[config.mk]
export PLATFORM = sky130hd
export DESIGN_NAME = i2s_master_tx
export DESIGN_NICKNAME = d
export VERILOG_FILES = /design/src/rtl/i2s_pkg.sv /design/src/rtl/i2s_bclk_gen.sv /design/src/rtl/i2s_master_tx.sv
export SDC_FILE = /design/constraint.sdc
export NUM_CORES = 1
export LEC_CHECK = 0
export CORE_MARGIN = 1
export CORE_UTILIZATION = 25
export DETAILED_ROUTE_END_ITERATION = 16
export GPL_TIMING_DRIVEN = 0
export SETUP_SLACK_MARGIN = 0.2
export SYNTH_ARGS = -nofsm -noshare
export SYNTH_HDL_FRONTEND = slang
export SYNTH_HIERARCHICAL = 1
export SYNTH_SLANG_ARGS = --single-unit
[constraint.sdc]
create_clock -name clk_i -period 4.05 [get_ports clk_i]
set_input_delay 0.6075 -clock clk_i [delete_from_list [all_inputs] [get_ports clk_i]]
set_output_delay 0.6075 -clock clk_i [all_outputs]
set_load 0.05 [all_outputs]
[src/rtl/i2s_pkg.sv]
// Shared constants and helpers for the I2S transmitter.
package i2s_pkg;

    localparam int unsigned I2S_FMT_PHILIPS   = 1;
    localparam int unsigned I2S_FMT_LEFT_JUST = 0;

    function automatic int unsigned frame_len(input int unsigned data_width);
        return 2 * data_width;
    endfunction

endpackage

[src/rtl/i2s_bclk_gen.sv]
// Bit-clock divider: 50% duty BCLK with registered edge strobes.
module i2s_bclk_gen #(
    parameter int unsigned CLK_DIV = 4
) (
    input  logic clk_i,
    input  logic rst_i,
    output logic bclk_o,
    output logic bclk_posedge_o,
    output logic bclk_negedge_o,
    output logic fall_next_o
);

    localparam int unsigned DivW = (CLK_DIV > 1) ? $clog2(CLK_DIV) : 1;
    localparam logic [DivW-1:0] DivLast = DivW'(CLK_DIV - 1);

    logic [DivW-1:0] div_q, div_d;
    logic            bclk_q, bclk_d;
    logic            pos_q, pos_d;
    logic            neg_q, neg_d;
    logic            term;

    always_comb begin
        term   = (div_q == DivLast);
        div_d  = term ? '0 : div_q + DivW'(1);
        bclk_d = term ? ~bclk_q : bclk_q;
        pos_d  = term & ~bclk_q;
        neg_d  = term & bclk_q;
    end

    always_ff @(posedge clk_i or posedge rst_i) begin
        if (rst_i) begin
            div_q  <= '0;
            bclk_q <= 1'b0;
            pos_q  <= 1'b0;
            neg_q  <= 1'b0;
        end else begin
            div_q  <= div_d;
            bclk_q <= bclk_d;
            pos_q  <= pos_d;
            neg_q  <= neg_d;
        end
    end

    // Lets the serializer update on the same edge that BCLK falls.
    assign fall_next_o    = term & bclk_q;
    assign bclk_o         = bclk_q;
    assign bclk_posedge_o = pos_q;
    assign bclk_negedge_o = neg_q;

endmodule

[src/rtl/i2s_master_tx.sv]
// I2S master transmitter: holding register, frame counter and serializer.
module i2s_master_tx
    import i2s_pkg::*;
#(
    parameter int unsigned DATA_WIDTH = 16,
    parameter int unsigned I2S_FORMAT = 1,
    parameter int unsigned CLK_DIV    = 4
) (
    input  logic                  clk_i,
    input  logic                  rst_i,
    input  logic [DATA_WIDTH-1:0] left_i,
    input  logic [DATA_WIDTH-1:0] right_i,
    input  logic                  data_val_i,
    output logic                  data_rdy_o,
    output logic                  i2s_bclk_o,
    output logic                  i2s_lrclk_o,
    output logic                  i2s_data_o,
    output logic                  bclk_posedge_o,
    output logic                  bclk_negedge_o,
    output logic                  word_end_o,
    output logic                  underrun_o
);

    localparam int unsigned FrameLen = frame_len(DATA_WIDTH);
    localparam int unsigned CntW     = $clog2(FrameLen);
    localparam logic [CntW-1:0] CntLast = CntW'(FrameLen - 1);
    localparam logic [CntW-1:0] CntHalf = CntW'(DATA_WIDTH);

    logic                  fall;
    logic                  frame_start;
    logic                  accept;
    logic [FrameLen-1:0]   load_frame;

    logic [CntW-1:0]       cnt_q, cnt_d;
    logic                  lrclk_q, lrclk_d;
    logic                  data_q, data_d;
    logic                  word_end_q, word_end_d;
    logic                  underrun_q, underrun_d;
    logic                  hold_empty_q, hold_empty_d;
    logic [DATA_WIDTH-1:0] hold_l_q, hold_l_d;
    logic [DATA_WIDTH-1:0] hold_r_q, hold_r_d;
    logic [FrameLen-1:0]   shift_q, shift_d;
    logic                  last_lsb_q, last_lsb_d;

    i2s_bclk_gen #(
        .CLK_DIV(CLK_DIV)
    ) u_bclk_gen (
        .clk_i         (clk_i),
        .rst_i         (rst_i),
        .bclk_o        (i2s_bclk_o),
        .bclk_posedge_o(bclk_posedge_o),
        .bclk_negedge_o(bclk_negedge_o),
        .fall_next_o   (fall)
    );

    always_comb begin
        frame_start  = fall && (cnt_q == CntLast);
        accept       = data_val_i && hold_empty_q;
        load_frame   = hold_empty_q ? '0 : {hold_l_q, hold_r_q};

        cnt_d        = cnt_q;
        lrclk_d      = lrclk_q;
        data_d       = data_q;
        word_end_d   = 1'b0;
        underrun_d   = 1'b0;
        hold_empty_d = hold_empty_q;
        hold_l_d     = hold_l_q;
        hold_r_d     = hold_r_q;
        shift_d      = shift_q;
        last_lsb_d   = last_lsb_q;

        if (fall) begin
            cnt_d      = (cnt_q == CntLast) ? '0 : cnt_q + CntW'(1);
            lrclk_d    = (cnt_d >= CntHalf);
            word_end_d = (cnt_d == '0) || (cnt_d == CntHalf);
            data_d     = shift_q[FrameLen-1];
            shift_d    = shift_q << 1;
        end

        if (frame_start) begin
            hold_empty_d = 1'b1;
            underrun_d   = hold_empty_q;
            last_lsb_d   = load_frame[0];
            // Philips format emits the previous right LSB first, delaying the word by one bit.
            if (I2S_FORMAT == I2S_FMT_PHILIPS) begin
                data_d  = last_lsb_q;
                shift_d = load_frame;
            end else begin
                data_d  = load_frame[FrameLen-1];
                shift_d = load_frame << 1;
            end
        end

        if (accept) begin
            hold_l_d     = left_i;
            hold_r_d     = right_i;
            hold_empty_d = 1'b0;
        end
    end

    always_ff @(posedge clk_i or posedge rst_i) begin
        if (rst_i) begin
            cnt_q        <= CntLast;
            lrclk_q      <= 1'b1;
            data_q       <= 1'b0;
            word_end_q   <= 1'b0;
            underrun_q   <= 1'b0;
            hold_empty_q <= 1'b1;
            hold_l_q     <= '0;
            hold_r_q     <= '0;
            shift_q      <= '0;
            last_lsb_q   <= 1'b0;
        end else begin
            cnt_q        <= cnt_d;
            lrclk_q      <= lrclk_d;
            data_q       <= data_d;
            word_end_q   <= word_end_d;
            underrun_q   <= underrun_d;
            hold_empty_q <= hold_empty_d;
            hold_l_q     <= hold_l_d;
            hold_r_q     <= hold_r_d;
            shift_q      <= shift_d;
            last_lsb_q   <= last_lsb_d;
        end
    end

    assign data_rdy_o  = hold_empty_q;
    assign i2s_lrclk_o = lrclk_q;
    assign i2s_data_o  = data_q;
    assign word_end_o  = word_end_q;
    assign underrun_o  = underrun_q;

endmodule

==> impl_results.md <==
- Post-synth top area cell: sky130_fd_sc_hd__dfrtp_1
- Most common cell after layout, fill and taps aside: sky130_fd_sc_hd__dfrtp_1
- Cell types with the largest area share after synthesis: sky130_fd_sc_hd__dfrtp_1 52%, sky130_fd_sc_hd__mux2_4 13%, sky130_fd_sc_hd__nand3b_1 6.6%
- M3 GR Usage: 2.77%
- Postcts setup bufs: 0
- Relative contribution of sequential cells to total power: 46.1%
- Post-Syn Area: 0.00354 mm^2
- Global-route wire length before repair: 12300 um
- Largest net degree at the start of global routing: 46
- Drt pass-1 iters: 4
- Total congestion overflow: 0
- Run status: completed
- Clock network fraction of total power: 48.1%
- Synthesized instance count: 301
- CP peak stage delay: 840 ps
- Post-DRT Antenna Nets: 0
- Post-route DRC violation count: 0
- CTS sink count: 80
- Top cell type's share of synthesized area: 51.6%
- GP Congestion: 0.747
- Number of nets produced by synthesis: 340
- Worst Max-Slew Pin Slew: 525 ps
- Die extent in y: 121 um
- Ratio of cells with drive above 1 in the final layout: 19.7%
- WL final: 7350 um
- Most used cells in the layout excluding fill and tap cells: 73 x sky130_fd_sc_hd__dfrtp_1, 42 x sky130_fd_sc_hd__clkdlybuf4s50_1, 37 x sky130_fd_sc_hd__nand2_1
- CP Buf/Inv Count: 1
- CP Data Required Time: 3440 ps
- Switching share of total power: 19.3%
- Die Area: 0.0147 mm^2
- Die Width: 121 um
- CTS tree: yes
- Initial cell density of the core: 25.6%
- Portion of the clock cycle consumed by the worst path in the final layout: 59.6%
- Endpoint type of the worst setup path: output port
- Design Area, Final: 0.00455 mm^2
- Insertion delay to the later sink of the worst-skew pair: 340 ps
- All-Layer GR Usage: 11.1%
- Cell-by-cell listing of the critical path: clkdlybuf4s50_1
- Pwr dens: 410 mW/mm^2
- Hold-fix buffer count after cts: 0
- Initial antenna violation count: 0
- Highest clock frequency the design can meet: 0.414 GHz
- Sequential fraction of the synthesis area: 56.7%
- Final hold vios: 0
- Global Route met2 Usage: 17.9%
- Kind of start point of the critical path: flop
- Final core utilization: 32.9%
- Cell at the root of the clock tree: sky130_fd_sc_hd__clkbuf_16
- Count of cells resized by post-cts repair: 0
- Maximum count of clock buffers along a single path: 2
- Logic gate share of total power: 5.8%
- Int Pwr: 1510 uW
- Ant. Diodes: 0
- Area grow syn2layout: 28.5%
- Proportion of synthesized flip-flops having asynchronous set or reset: 100%
- Post-detail-place hpwl: 5120 um
- Via-to-Cell Ratio: 4.42
- Clock Skews: 4.82 ps
- Post-synth cell types: 29
- Leakage Power: 0.00200 uW
- Vias: 2385
- Number of I/O port buffers: 42
- Path category of the worst min-delay check: reg2reg
- Average cell area after synthesis: 11.8 um^2
- Area post-placement: 0.00422 mm^2
- Cell family contributing the most delay on the critical path: buffers and inverters
- Arrival time worst endpoint: 1810 ps
- Relative slew slack: 64.9%
- Setup violators final: 0
- Number of flops mapped to enable cells by yosys: 0
- Routed length per placed instance: 13.6 um
- Max-Cap Viols: 0
- Count of synthesis-stage warnings from yosys: 6
- GR met1 Demand/Resource: 13.8%
- Max-slew violation total from the final report: 0
- Shortest period the worst path allows: 2420 ps
- Slowest stage cell, crit path: sky130_fd_sc_hd__clkdlybuf4s50_1
- Drt first-iter violations: 129
- Final-layout setup total negative slack: 0 ps
- Total CTS buffers: 9
- H-tree lvl count: 3
- # nets final: 394
- Worst Setup Path Type: reg2out
- Number of rows in the core area: 43
- RSZ-0062 raised after global routing: false
- Largest fanout of any net on the critical path: 9
- Flip-flop and latch count after synthesis: 80
- Worst-path clk slew: 60 ps
- Synth Flop Type: sky130_fd_sc_hd__dfrtp_1
- Largest vdd supply drop: 0.000175 V
- Busiest layer in global routing: met2
- Placeable core region: 0.0138 mm^2
- Psw: 360 uW
- Number of global-route vias before repair: 2433
- Ports placed on the boundary: 43
-- worst register-to-register path, cell delays in order, from the launching register on --
cell and delay (ps):
sky130_fd_sc_hd__dfstp_2 560, sky130_fd_sc_hd__ha_1 240, sky130_fd_sc_hd__and3_1 180, sky130_fd_sc_hd__ha_1 160, sky130_fd_sc_hd__clkinv_1 190, sky130_fd_sc_hd__clkbuf_1 290, sky130_fd_sc_hd__a31oi_1 220, sky130_fd_sc_hd__o31ai_1 90
-- flip-flops by register name, summed over array words and instances, names as in the netlist --
name	count
cnt_q	5
shift_q	32
underrun_o	1
data_rdy_o	1
hold_l_q	16
hold_r_q	16
last_lsb_q	1
i2s_lrclk_o	1
u_bclk_gen/bclk_posedge_o	1
i2s_data_o	1
word_end_o	1
u_bclk_gen/div_q	2
u_bclk_gen/bclk_o	1
u_bclk_gen/bclk_negedge_o	1
-- power groups by stage --
stage	combinational (uW)	sequential [uW]	clock [uW]
after floorplan	63.2	865	0
after global placement	104	874	0
after detailed placement	110	874	0
after CTS	111	861	918
after global routing	118	865	950
final	108	860	898
-- path summary, 6_finish.rpt --
path	to	startpoint	slack, ps	cells past startpoint
min in group asynchronous	u_bclk_gen/bclk_posedge_o$_DFF_PP0_	rst_i	570	2
worst max-delay path	data_rdy_o	data_rdy_o$_DFFE_PP1P_	1630	1
max in group asynchronous	cnt_q[1]$_DFFE_PP1P_	rst_i	2750	3
worst max register to register	cnt_q[3]$_DFFE_PP1P_	cnt_q[0]$_DFFE_PP1P_	2050	7
worst min register to register	u_bclk_gen/div_q[0]$_DFF_PP0_	u_bclk_gen/div_q[0]$_DFF_PP0_	440	1
worst min-delay path	u_bclk_gen/div_q[0]$_DFF_PP0_	u_bclk_gen/div_q[0]$_DFF_PP0_	440	1
-- area by class of cell --
type	instances	area, um^2
Fill cell	1362	9270
Sequential cell	80	2010
Multi-Input combinational cell	194	1400
Timing Repair Buffer	43	448
Clock buffer	14	274
Tap cell	180	225
Buffer	21	113
Clock inverter	2	60.1
Inverter	6	25.0
-- per-stage QoR --
| stage | power, uW | worst slack, ps | hold slack (ps) | cells |
|---|---|---|---|---|
| after global placement | 978 | 295 | 413 | 523 |
| after global routing | 1930 | 1600 | 459 | 540 |
| after detailed placement | 985 | 1980 | 432 | 524 |
| after floorplan | 928 | 1540 | 386 | 301 |
| after CTS | 1890 | 1610 | 440 | 540 |
| final | 1870 | 1630 | 438 | 540 |
-- cell usage after synthesis, types with 2 or more instances --
| master | n |
|---|---|
| sky130_fd_sc_hd__nand3b_1 | 31 |
| sky130_fd_sc_hd__a21oi_1 | 2 |
| sky130_fd_sc_hd__xnor2_1 | 2 |
| sky130_fd_sc_hd__nor2_1 | 33 |
| sky130_fd_sc_hd__nand2_1 | 37 |
| sky130_fd_sc_hd__inv_1 | 5 |
| sky130_fd_sc_hd__buf_2 | 9 |
| sky130_fd_sc_hd__o21ai_0 | 5 |
| sky130_fd_sc_hd__dfrtp_1 | 73 |
| sky130_fd_sc_hd__and3_1 | 2 |
| sky130_fd_sc_hd__mux2i_1 | 3 |
| sky130_fd_sc_hd__mux2_4 | 30 |
| sky130_fd_sc_hd__a31oi_1 | 32 |
| sky130_fd_sc_hd__mux2_2 | 3 |
| sky130_fd_sc_hd__ha_1 | 4 |
| sky130_fd_sc_hd__clkbuf_1 | 9 |
| sky130_fd_sc_hd__buf_6 | 3 |
| sky130_fd_sc_hd__dfstp_2 | 7 |
-- metal layers --
metal  routed length (um)  part of all wire [%]
met2                 3560                    48
met3                  299                   4.1
met4                  122                   1.7
met5                    0                     0
met1                 3380                    46
-- cells by family after synthesis --
kind of cell / after synthesis / share of synthesized area [%]
AO/OA/AOI/OAI: 41 / 7.06
XOR/XNOR: 3 / 0.742
adder cells (fa/ha/maj): 4 / 1.41
buffers and inverters: 27 / 3.81
flip-flops: 80 / 56.7
multiplexers: 36 / 14.5
AND/OR/NAND/NOR: 110 / 15.7
Power figures use the tool's default switching activity.
